--- config.mk ---
export PLATFORM = sky130hd
export DESIGN_NAME = sensor_responder_flat
export DESIGN_NICKNAME = d
export VERILOG_FILES = /design/src/rtl/sensor_responder_pkg.sv /design/src/rtl/sensor_responder_if.sv /design/src/rtl/sensor_responder_sync_edge.sv /design/src/rtl/sensor_responder.sv /design/src/flat_wrapper.sv
export SDC_FILE = /design/constraint.sdc
export NUM_CORES = 1
export LEC_CHECK = 0
export ABC_AREA = 0
export CORE_UTILIZATION = 49
export DETAILED_ROUTE_END_ITERATION = 10
export PLACE_DENSITY = 0.73
export SYNTH_ARGS = -nofsm -noshare
export SYNTH_HDL_FRONTEND = slang
export SYNTH_SLANG_ARGS = --single-unit
export TNS_END_PERCENT = 10
--- constraint.sdc ---
create_clock -name clk -period 1.45 [get_ports clk]
set_input_delay 0.145 -clock clk [delete_from_list [all_inputs] [get_ports clk]]
set_output_delay 0.145 -clock clk [all_outputs]
set_load 0.02 [all_outputs]
--- src/rtl/sensor_responder_pkg.sv ---
// Shared definitions for the light-sensor serial responder and its master.
// Holds the state encoding, frame layout constants and frame assembly helper.
package sensor_responder_pkg;

    typedef enum logic [1:0] {
        IDLE  = 2'd0,
        SHIFT = 2'd1,
        DONE  = 2'd2
    } state_e;

    localparam int FRAME_BITS  = 16;
    localparam int LEAD_ZEROS  = 3;
    localparam int DATA_BITS   = 8;
    localparam int TRAIL_ZEROS = 5;
    localparam int FRAME_W     = LEAD_ZEROS + DATA_BITS + TRAIL_ZEROS;
    localparam int CNT_W       = 5;

    function automatic logic [FRAME_W-1:0] assemble_frame(input logic [DATA_BITS-1:0] data);
        return {{LEAD_ZEROS{1'b0}}, data, {TRAIL_ZEROS{1'b0}}};
    endfunction

endpackage

--- src/rtl/sensor_responder_if.sv ---
// Sample handshake and serial bus between the sensor host side and the responder.
interface sensor_responder_if;
    import sensor_responder_pkg::*;

    logic                 ncs;
    logic                 sck;
    logic                 sdo;
    logic [DATA_BITS-1:0] sample_data;
    logic                 sample_valid;
    logic                 sample_ready;

    modport master (
        output ncs,
        output sck,
        output sample_data,
        output sample_valid,
        input  sdo,
        input  sample_ready
    );

    modport slave (
        input  ncs,
        input  sck,
        input  sample_data,
        input  sample_valid,
        output sdo,
        output sample_ready
    );

endinterface

--- src/rtl/sensor_responder_sync_edge.sv ---
// Multi-stage synchronizer for an asynchronous level, with one-cycle rise/fall pulses.
// All stages reset to 1, the idle level of both ncs and sck.
module sync_edge #(
    parameter int SYNC_STAGES = 2
) (
    input  logic clk,
    input  logic rst_n,
    input  logic async_i,
    output logic rise_o,
    output logic fall_o
);

    logic [SYNC_STAGES-1:0] sync_q;
    logic                   last_q;

    generate
        for (genvar gi = 0; gi < SYNC_STAGES; gi++) begin : g_stage
            logic stage_d;
            if (gi == 0) begin : g_first
                assign stage_d = async_i;
            end else begin : g_chain
                assign stage_d = sync_q[gi-1];
            end
            always_ff @(posedge clk) begin
                if (!rst_n) begin
                    sync_q[gi] <= 1'b1;
                end else begin
                    sync_q[gi] <= stage_d;
                end
            end
        end
    endgenerate

    always_ff @(posedge clk) begin
        if (!rst_n) begin
            last_q <= 1'b1;
        end else begin
            last_q <= sync_q[SYNC_STAGES-1];
        end
    end

    assign rise_o =  sync_q[SYNC_STAGES-1] & ~last_q;
    assign fall_o = ~sync_q[SYNC_STAGES-1] &  last_q;

endmodule

--- src/rtl/sensor_responder.sv ---
// Serial light-sensor responder: shifts a held 8-bit sample out as a 16-bit frame
// (3 lead zeros, data MSB first, 5 trail zeros) under a master-driven ncs/sck.
module sensor_responder
    import sensor_responder_pkg::*;
#(
    parameter int SYNC_STAGES = 2,
    parameter int FRAME_BITS  = sensor_responder_pkg::FRAME_BITS
) (
    input  logic               clk,
    input  logic               rst_n,
    sensor_responder_if.slave  bus,
    output logic               frame_done,
    output logic               frame_abort
);

    logic ncs_rise, ncs_fall;
    logic sck_rise, sck_fall;

    sync_edge #(.SYNC_STAGES(SYNC_STAGES)) u_ncs_sync (
        .clk     (clk),
        .rst_n   (rst_n),
        .async_i (bus.ncs),
        .rise_o  (ncs_rise),
        .fall_o  (ncs_fall)
    );

    sync_edge #(.SYNC_STAGES(SYNC_STAGES)) u_sck_sync (
        .clk     (clk),
        .rst_n   (rst_n),
        .async_i (bus.sck),
        .rise_o  (sck_rise),
        .fall_o  (sck_fall)
    );

    state_e               state_q, state_d;
    logic [FRAME_W-1:0]   shift_q, shift_d;
    logic [CNT_W-1:0]     cnt_q, cnt_d;
    logic [DATA_BITS-1:0] hold_q, hold_d;
    logic                 sdo_q, sdo_d;
    logic                 ready_q, ready_d;
    logic                 done_q, done_d;
    logic                 abort_q, abort_d;

    always_comb begin
        state_d = state_q;
        shift_d = shift_q;
        cnt_d   = cnt_q;
        hold_d  = hold_q;
        done_d  = 1'b0;
        abort_d = 1'b0;

        if (bus.sample_valid && ready_q) begin
            hold_d = bus.sample_data;
        end

        case (state_q)
            IDLE: begin
                if (ncs_fall) begin
                    state_d = SHIFT;
                    shift_d = assemble_frame(hold_q);
                    cnt_d   = '0;
                end
            end
            SHIFT: begin
                // A deselect outranks any sck edge seen in the same cycle.
                if (ncs_rise) begin
                    state_d = IDLE;
                    abort_d = 1'b1;
                end else begin
                    if (sck_rise) begin
                        cnt_d = cnt_q + CNT_W'(1);
                        if (cnt_d == CNT_W'(FRAME_BITS)) begin
                            state_d = DONE;
                            done_d  = 1'b1;
                        end
                    end
                    if (sck_fall) begin
                        shift_d = {shift_q[FRAME_W-2:0], 1'b0};
                    end
                end
            end
            DONE: begin
                if (ncs_rise) begin
                    state_d = IDLE;
                end
            end
            default: begin
                state_d = IDLE;
            end
        endcase

        sdo_d   = (state_d != IDLE) ? shift_d[FRAME_W-1] : 1'b0;
        ready_d = (state_d == IDLE);
    end

    always_ff @(posedge clk) begin
        if (!rst_n) begin
            state_q <= IDLE;
            shift_q <= '0;
            cnt_q   <= '0;
            hold_q  <= '0;
            sdo_q   <= 1'b0;
            ready_q <= 1'b1;
            done_q  <= 1'b0;
            abort_q <= 1'b0;
        end else begin
            state_q <= state_d;
            shift_q <= shift_d;
            cnt_q   <= cnt_d;
            hold_q  <= hold_d;
            sdo_q   <= sdo_d;
            ready_q <= ready_d;
            done_q  <= done_d;
            abort_q <= abort_d;
        end
    end

    assign bus.sdo          = sdo_q;
    assign bus.sample_ready = ready_q;
    assign frame_done       = done_q;
    assign frame_abort      = abort_q;

endmodule

--- src/flat_wrapper.sv ---
// flat-port wrapper written by rule: the top's interface ports become plain ports
module sensor_responder_flat import sensor_responder_pkg::*;
#(
    parameter int SYNC_STAGES = 2,
    parameter int FRAME_BITS  = sensor_responder_pkg::FRAME_BITS
)
  (clk, rst_n, frame_done, frame_abort, bus_ncs, bus_sck, bus_sample_data, bus_sample_valid, bus_sdo, bus_sample_ready);
  sensor_responder_if bus_i ();
  input  logic clk;
  input  logic rst_n;
  output logic frame_done;
  output logic frame_abort;
  input wire logic [$bits(bus_i.ncs)-1:0] bus_ncs;
  input wire logic [$bits(bus_i.sck)-1:0] bus_sck;
  input wire logic [$bits(bus_i.sample_data)-1:0] bus_sample_data;
  input wire logic [$bits(bus_i.sample_valid)-1:0] bus_sample_valid;
  output wire logic [$bits(bus_i.sdo)-1:0] bus_sdo;
  output wire logic [$bits(bus_i.sample_ready)-1:0] bus_sample_ready;
  assign bus_i.ncs = bus_ncs;
  assign bus_i.sck = bus_sck;
  assign bus_i.sample_data = bus_sample_data;
  assign bus_i.sample_valid = bus_sample_valid;
  assign bus_sdo = bus_i.sdo;
  assign bus_sample_ready = bus_i.sample_ready;
  sensor_responder #(.SYNC_STAGES(SYNC_STAGES), .FRAME_BITS(FRAME_BITS)) u_core (.clk(clk), .rst_n(rst_n), .bus(bus_i), .frame_done(frame_done), .frame_abort(frame_abort));
endmodule
## Yosys cells after proc, flatten, opt, wreduce, memory -nomap -nowiden

Cells that the tools add are included.

- Magnitude comparators: 0
- Equal/unequal tests: 7
- Divide/modulo/power cells: 0
- Bitwise operators: 11
- Shifts and indexed selects: 0
- $mul: 0
- Add/sub/neg operators: 1
- Reduce and logical (&&, ||, !) cells: 10
- Multiplexer cells: 16

Operator list:

| operator | count |
|---|---|
| two-way mux 16 bit | 3 |
| one-hot mux 16 bit (2 select lines) | 1 |
| two-way mux 5 bit | 3 |
| two-way mux 2 bit | 5 |
| one-hot mux 5 bit (2 select lines) | 1 |
| AND reduction 4 bit | 2 |
| inverter 1 bit | 7 |
| != test 2 x 1 -> 1 bit (second input constant) | 3 |
| one-hot mux 2 bit (3 select lines) | 1 |
| adder 5 x 1 -> 5 bit (second input constant) | 1 |
| equality test 5 bit (second input constant) | 1 |
| bitwise AND 1 bit | 4 |
| logical NOT 2 bit | 2 |
| AND reduction 2 bit | 2 |
| nonzero test 2 bit | 2 |
| OR reduction 4 bit | 1 |
| equality test 2 x 1 -> 1 bit (second input constant) | 1 |
| equality test 2 bit (second input constant) | 1 |
| two-way mux 1 bit | 2 |
| != test 2 bit (second input constant) | 1 |
| logical AND 1 bit | 1 |

- Register bits: 41
- Output and inout bits: 4
- Bits in read-only memories: 0
- Bits in writable memories: 0
- Memories: 0
- Latch bits: 0
- Input bits: 13

## Longest topological paths before layout

- Word-level depth: 8
- Depth in mapped cells: 5

## Cells and area by module

Synthesis repeated with hierarchy kept, for this count alone.

- Cell total of the unflattened synthesis: 168
- Area, all modules: 1606.5 um^2

By module, submodules not included:

| module | cells each | instances | area an instance (um^2) |
|---|---|---|---|
| sensor_responder | 152 | 1 | 1423.9 |
| sync_edge | 8 | 2 | 91.3 |

## Least setup slack after synthesis

No wires, ideal clock.

- Path type: flip-flop to flip-flop
- Start point: register u_core.state_q[1]
- End point: register u_core.shift_q[15]
- Data required time: 1.330 ns
- Setup time: 0.120 ns
- Path buffers: 1
- Stages on the path, launching flop included: 6
- Slack: 0.002 ns
- Data arrival time: 1.329 ns
- Cells stage by stage: dfxtp_1 > or4b_1 > buf_2 > and2_0 > mux2i_1 > nor2b_1

- Cells in the longest elaborated chain, start to end: 2

RTL lines:

| item | RTL line | source |
|---|---|---|
| start, declared | sensor_responder.sv:35 | `state_e state_q, state_d;` |
| start signal, assigned | sensor_responder.sv:107 | `state_q <= state_d;` |
| equality test 2 x 1 -> 1 bit / logical NOT 2 bit (equally long branches) | sensor_responder.sv:56 | `case (state_q)` |
| one-hot mux 16 bit (2 select lines) * | sensor_responder.sv:56 |  |
| end signal, assigned | sensor_responder.sv:108 | `shift_q <= shift_d;` |
| end, declared | sensor_responder.sv:36 | `logic [FRAME_W-1:0] shift_q, shift_d;` |

Mark *: on every way between the ends. The rest lies on a longest branch, timed or not.
A chain may end at the register's enable or synchronous reset.

## Final worst setup path

Ends and elaborated chain as after synthesis.

==> impl_metrics.csv <==
group,metric,value,unit
yosys,ys_seq_area_frac,0.498,
cts,htreeDepth,2,
global_routing,antenna_found_initial,0,
timing,relSlewSlack,0.764,
setup_path,crit_buf_inv,0,
power,peakVddDrop,0.000558,V
drt,via_per_inst,5.45,
setup_path,slowest_delay,540,ps
cts,clk_pin_slew,110,ps
timing,max_freq,714,MHz
place,port_buffers,16,
cts,clock-root-buffer,"clkbuf_4",
yosys,syn_avg_cell_area,9.08,sq um
floorplan,start_util,0.522,
timing,setup_viol,0,
timing,finalCriticalPeriod,1400,ps
global_routing,grtUsageTotal,0.207,
floorplan,core,3080,sq um
setup_path,slowest_stage,"or4b_1",
floorplan,core.rowCount,20,
floorplan,die_x,59.3,um
status,status,"completed",
global_routing,grtUsageMet2,0.360,
place,dpl.hpwl,2230,um
global_routing,grt_max_degree,22,
drt,num_vias,1320,
cts,clk_latency,340,ps
cts,postCtsHoldBufs,0,
setup_path,critPathLaunchType,"register",
layout,final_cell_mix,"37 x dfxtp_1, 26 x nand2_1, 18 x nand3_1",
floorplan,dieArea,3510,sq um
layout,design_area,1940,sq um
place,place_ws,-45.7,ps
timing,period_share,0.965,
cts,clkSinkCount,40,
timing,drv_slew,0,
yosys,synth_cell_types,30,
yosys,synthesis.nets,191,
layout,final_common_cell,"dfxtp_1",
yosys,synthesis.area,1610,sq um
layout,syn2layout_area_growth,20.5,%
place,placed_cell_area,1850,sq um
global_routing,grt_pass1_wl,5300,um
drt,drc,0,
drt,detail_route.wl_per_cell,13.1,um
flow_run,maxCapViolCount,0,
floorplan,die_h,59.3,um
worst_hold_path,hp-class,"in2reg",
drt,ant_nets,0,
setup_path,worstSetupEndpointType,"register",
global_routing,grt_pass1_vias,1247,
timing,rsz0062_at_grt,"yes",
setup_path,crit_fanout,7,
setup_path,worstSetupPathType,"reg2reg",
setup_path,cp.arrival,1640,ps
drt,drtPass1Iterations,4,
global_routing,met1_usage,0.225,
timing,fin_skew,6.64,ps
cts,cts_buffers,5,
global_routing,met3_usage,0.0742,
timing,hold_viol,0,
drt,wirelength,3180,um
layout,num_antenna_cells,0,
layout,final_layout_size_suffix_gt1_frac,0.116,
yosys,yosys_warnings,0,
place,place_inst,235,
setup_path,crit_family,"simple AND/OR/NAND/NOR gates",
yosys,ys_seq_elements,40,
layout,final_nets,212,
timing,tightestPinTransition,352,ps
setup_path,cp_cell_sequence,"or4b_1, and2_0, mux2i_1, nor2b_1",
power,leakagePower,0.000743,uW
layout,stdcell_count,242,
power,powerDensity,930,nW/um^2
layout,n_fill_cell,285,
global_routing,grt.busiest_layer,"met2",
cts,clock_path_buffers,2,
cts,cts_tree,"built",
yosys,synthCells,177,
drt,drt_iter0_drc,49,
setup_path,r2r_setup_slack,50,ps
global_routing,overflow,0,
timing,fin_ws,50.4,ps
floorplan,ios,17,
setup_path,worstPathRequired,1690,ps
place,gp_congestion,0.796,
-- stage by stage --
| stage | hold slack [ps] | power, uW | utilization | TNS, ps |
|---|---|---|---|---|
| after floorplan | 246 | 1240 | - | 0 |
| after detailed placement | 396 | 1310 | 0.601 | -45.7 |
| after global placement | 398 | 1300 | 0.601 | 0 |
| final | 359 | 1800 | 0.629 | 0 |
| after CTS | 338 | 1820 | 0.620 | 0 |
| after global routing | 356 | 1890 | 0.629 | -70.8 |
-- worst paths after layout --
check,start,to,cells after the start
max,u_core.state_q[1],u_core.shift_q[15],4
min,bus_sample_data[3],u_core.hold_q[3],3
max reg2reg,u_core.state_q[1],u_core.shift_q[15],4
min reg2reg,u_core.u_sck_sync.g_stage[1].stage_d,u_core.u_sck_sync.sync_q[1],1
-- cell usage after synthesis, drive strengths merged --
cell type	n	area, sq um
dfxtp	40	801
nand2	26	97.6
a21boi	22	165
nand3	19	95.1
nor2b	9	56.3
a22oi	8	60.1
nand2b	8	50.1
o21ai	8	40.0
clkbuf	6	22.5
and3	5	31.3
buf	3	15.0
mux2i	3	30.0
nor2	3	11.3
a31oi	2	18.8
and2	2	12.5
nor3b	2	15.0
and2b	1	7.51
ha	1	12.5
inv	1	3.75
nand4	1	6.26
nor3	1	5.00
nor4b	1	8.76
o221a	1	11.3
o31ai	1	7.51
or2	1	6.26
or2b	1	7.51
or4b	1	10.0
-- kinds of logic (layout without fill, tap and decap cells) --
family          count (synthesis)  count (layout)  synth area share
compound gates                 42              42             0.188
flops                          40              40             0.498
fa+ha+maj                       1               1           0.00778
simple gates                   81              81             0.261
buf+inv                        10              31            0.0257
mux                             3               3            0.0187
-- per-layer routing --
metal / vias up / part of all wire
li1: 659 / -
met2: 32 / 0.51
met1: 623 / 0.42
met5: - / 0
met4: 0 / 0.015
met3: 6 / 0.050
-- tightest hold or removal path: cells and delay by family --
family | cells | cell delay, ps
buffers and inverters | 1 | 400
AO/OA/AOI/OAI | 1 | 70
AND/OR/NAND/NOR | 1 | 60
-- flip-flops by register name, summed over array words and instances, names as in the netlist --
name	count
u_core.shift_q	15
u_core.hold_q	8
u_core.cnt_q	5
u_core.state_q	2
u_core.bus.sample_ready	1
u_core.bus.sdo	1
u_core.frame_abort	1
u_core.frame_done	1
u_core.u_ncs_sync.g_stage.stage_d	1
u_core.u_ncs_sync.last_q	1
u_core.u_ncs_sync.sync_q	1
u_core.u_sck_sync.g_stage.stage_d	1
u_core.u_sck_sync.last_q	1
u_core.u_sck_sync.sync_q	1
-- cell type report --
cell class / count / area [sq um] / share of cell area
Inverter: 1 / 3.75 / 0.00194
Multi-Input combinational cell: 127 / 798 / 0.412
Tap cell: 44 / 55.1 / 0.0284
Clock buffer: 6 / 41.3 / 0.0213
Sequential cell: 40 / 805 / 0.415
Clock inverter: 1 / 5.00 / 0.00258
Timing Repair Buffer: 23 / 229 / 0.118
-- what timing repair did --
item                       4_1_cts  5_1_grt
pin swaps                        0        0
setup buffers                    0        0
setup endpoints to repair        2       15
resized for setup                5        9
-- where the power goes --
| part | internal, uW | switching (uW) | total, uW |
|---|---|---|---|
| combinational | 77.6 | 69.2 | 147 |
| clock | 179 | 334 | 512 |
| sequential | 1130 | 17.3 | 1140 |
Note: power is estimated with default switching activity, not from simulation.
==> edit: new RTL, config.mk and constraints unchanged <==
The package constant `LEAD_ZEROS` goes from 3 to 5.
--- a/src/rtl/sensor_responder_pkg.sv
+++ b/src/rtl/sensor_responder_pkg.sv
@@ -10,5 +10,5 @@
 
     localparam int FRAME_BITS  = 16;
-    localparam int LEAD_ZEROS  = 3;
+    localparam int LEAD_ZEROS  = 5;
     localparam int DATA_BITS   = 8;
     localparam int TRAIL_ZEROS = 5;
Formal check against the unedited RTL: not equivalent (a bounded check fails within 10 cycles, from zero or initial values and one cycle with rst_n low).
==> edit against the original RTL <==
  * Fmax increased by 2.0%
  * Power up 4.0%
  * Final cell count unchanged
  * Die area increased by 4.0%
  * Sequential power is 5% higher
  * Area after synthesis grew 4.1%
  * Sequential cell count increased by 2
  * Setup slack gained 0.027 ns
  * Critical path type unchanged
  * Critical endpoint is now u_core.cnt_q[4]
  * Wire length is 3.5% lower
  * Final area up 2.1%
  * Via count is the same
  * Non-clock buffer count increased by 6
==> edit: results <==
[grt]
grt_usage_pct = 20.3
grt_util_met2_pct = 30.9
use_met3_pct = 8.32
grt_pass1_vias = 1196
grt_pass1_wl_um = 5400
grt_use_met1_pct = 26.1
grt_max_degree = 13
antenna_found_initial = 0

[timing]
min_period_ns = 1.37
clock_skew_ns = 0.00752
tightest_slew_ns = 0.339

[logic_synthesis]
synth_warnings = 0
netlist_top_cells_area = "dfxtp_1, nand2_1, nand3_1, o2bb2ai_1, a22oi_1"
synthesis.nets = 188
ys_types = 39
yosysSeqAreaShare_pct = 50.2
synth_common_cells = "dfxtp_1, nand2_1, nand3_1"

[placed_design]
placed_area_um2 = 1900
place.gp.congestion = 0.901
io_buffers = 16
pre_cts_ws_ns = 0.0437
post-dp-hpwl_um = 2280

[worst_setup_path]
startpoint = "u_core.state_q[1]"
crit_fanout = 6
arrival_ns = 1.65
reg2reg_slack_ns = 0.08
regToRegEndpoint = "u_core.cnt_q[4]"

[power_and_ir_drop]
p_int_w = 0.00145
leakage_nw = 0.765
peakVddDrop_v = 0.000692

[routing]
vias = 1320
routedWlPerCell_um = 12.7
drt_iter0_drc = 88
drt-met1-wl_um = 1470
drt_first_pass_iters = 4
routed-wl-met3_um = 158
met2_length_um = 1390

[finish]
antenna_cells = 0
stdcell_area_um2 = 1980
final_layout_size_suffix_gt1_share_pct = 17.2
n_fill_cell = 297
top_regs = "u_core.shift_q (17), u_core.hold_q (8), u_core.cnt_q (5)"

[cts]
cts_buffers = 5
cts-resized-gates = 1
root_buffer = "clkbuf_4"
cts_buffer_depth = 2
cts.clk_slew.worst_paths_ns = 0.11

[run_status]
status = "finished, final reports clean"

[min_path]
hold_path.startpoint = "bus_sample_data[4]"
min_to = "u_core.hold_q[4]"
## edit: cell types whose count changed after synthesis, sizes merged, moves of 5 or more
cell / delta
a21boi: -22
o22ai: +8
o2bb2ai: +7
buf: +5
o21ai: -5
nor2b: -5
a21oi: +9
## edit: worst max-delay path, stage by stage (launching register included)
cell	delay, ns
dfxtp_2	0.36
buf_4	0.15
nand2b_1	0.20
or4_1	0.53
o21ai_1	0.08
## edit: layout make-up
type	count	share of cell area, %
clock buffer	7	2.28
inverter	3	0.569
multi-input combinational	117	38.3
sequential	42	42.8
tap	44	2.78
timing repair buffer	29	13.3
## edit: power by group through the flow
stage                     clock, W  sequential, W  combinational, W
after CTS                 0.000531        0.00120          0.000165
after global placement           0        0.00122          0.000160
after global routing      0.000595        0.00120          0.000185
final                     0.000510        0.00120          0.000168
after detailed placement         0        0.00122          0.000166
after floorplan                  0        0.00122          0.000101
## edit: worst max path at each step
stage,to,cells past startpoint
final,u_core.cnt_q[4],4
after CTS,u_core.shift_q[10],4
after floorplan,u_core.shift_q[17],6
after global routing,u_core.cnt_q[4],5
after global placement,u_core.cnt_q[4],4
after detailed placement,u_core.cnt_q[4],4
## edit: kinds of logic after synthesis
group                      share of synthesized area [%]
adders and majority gates                          0.747
DFF                                                 50.2
buffers and inverters                               5.68
and+or+nand+nor                                     23.2
muxes                                               2.09
AOI/OAI and AO/OA                                   18.0
## edit: through the flow
| stage | hold slack (ns) | instances |
|---|---|---|
| 2_1_floorplan | 0.246 | 174 |
| 3_3_place_gp | 0.391 | 235 |
| 3_5_place_dp | 0.396 | 235 |
| 4_1_cts | 0.345 | 242 |
| 5_1_grt | 0.339 | 242 |
| 6_report | 0.350 | 242 |
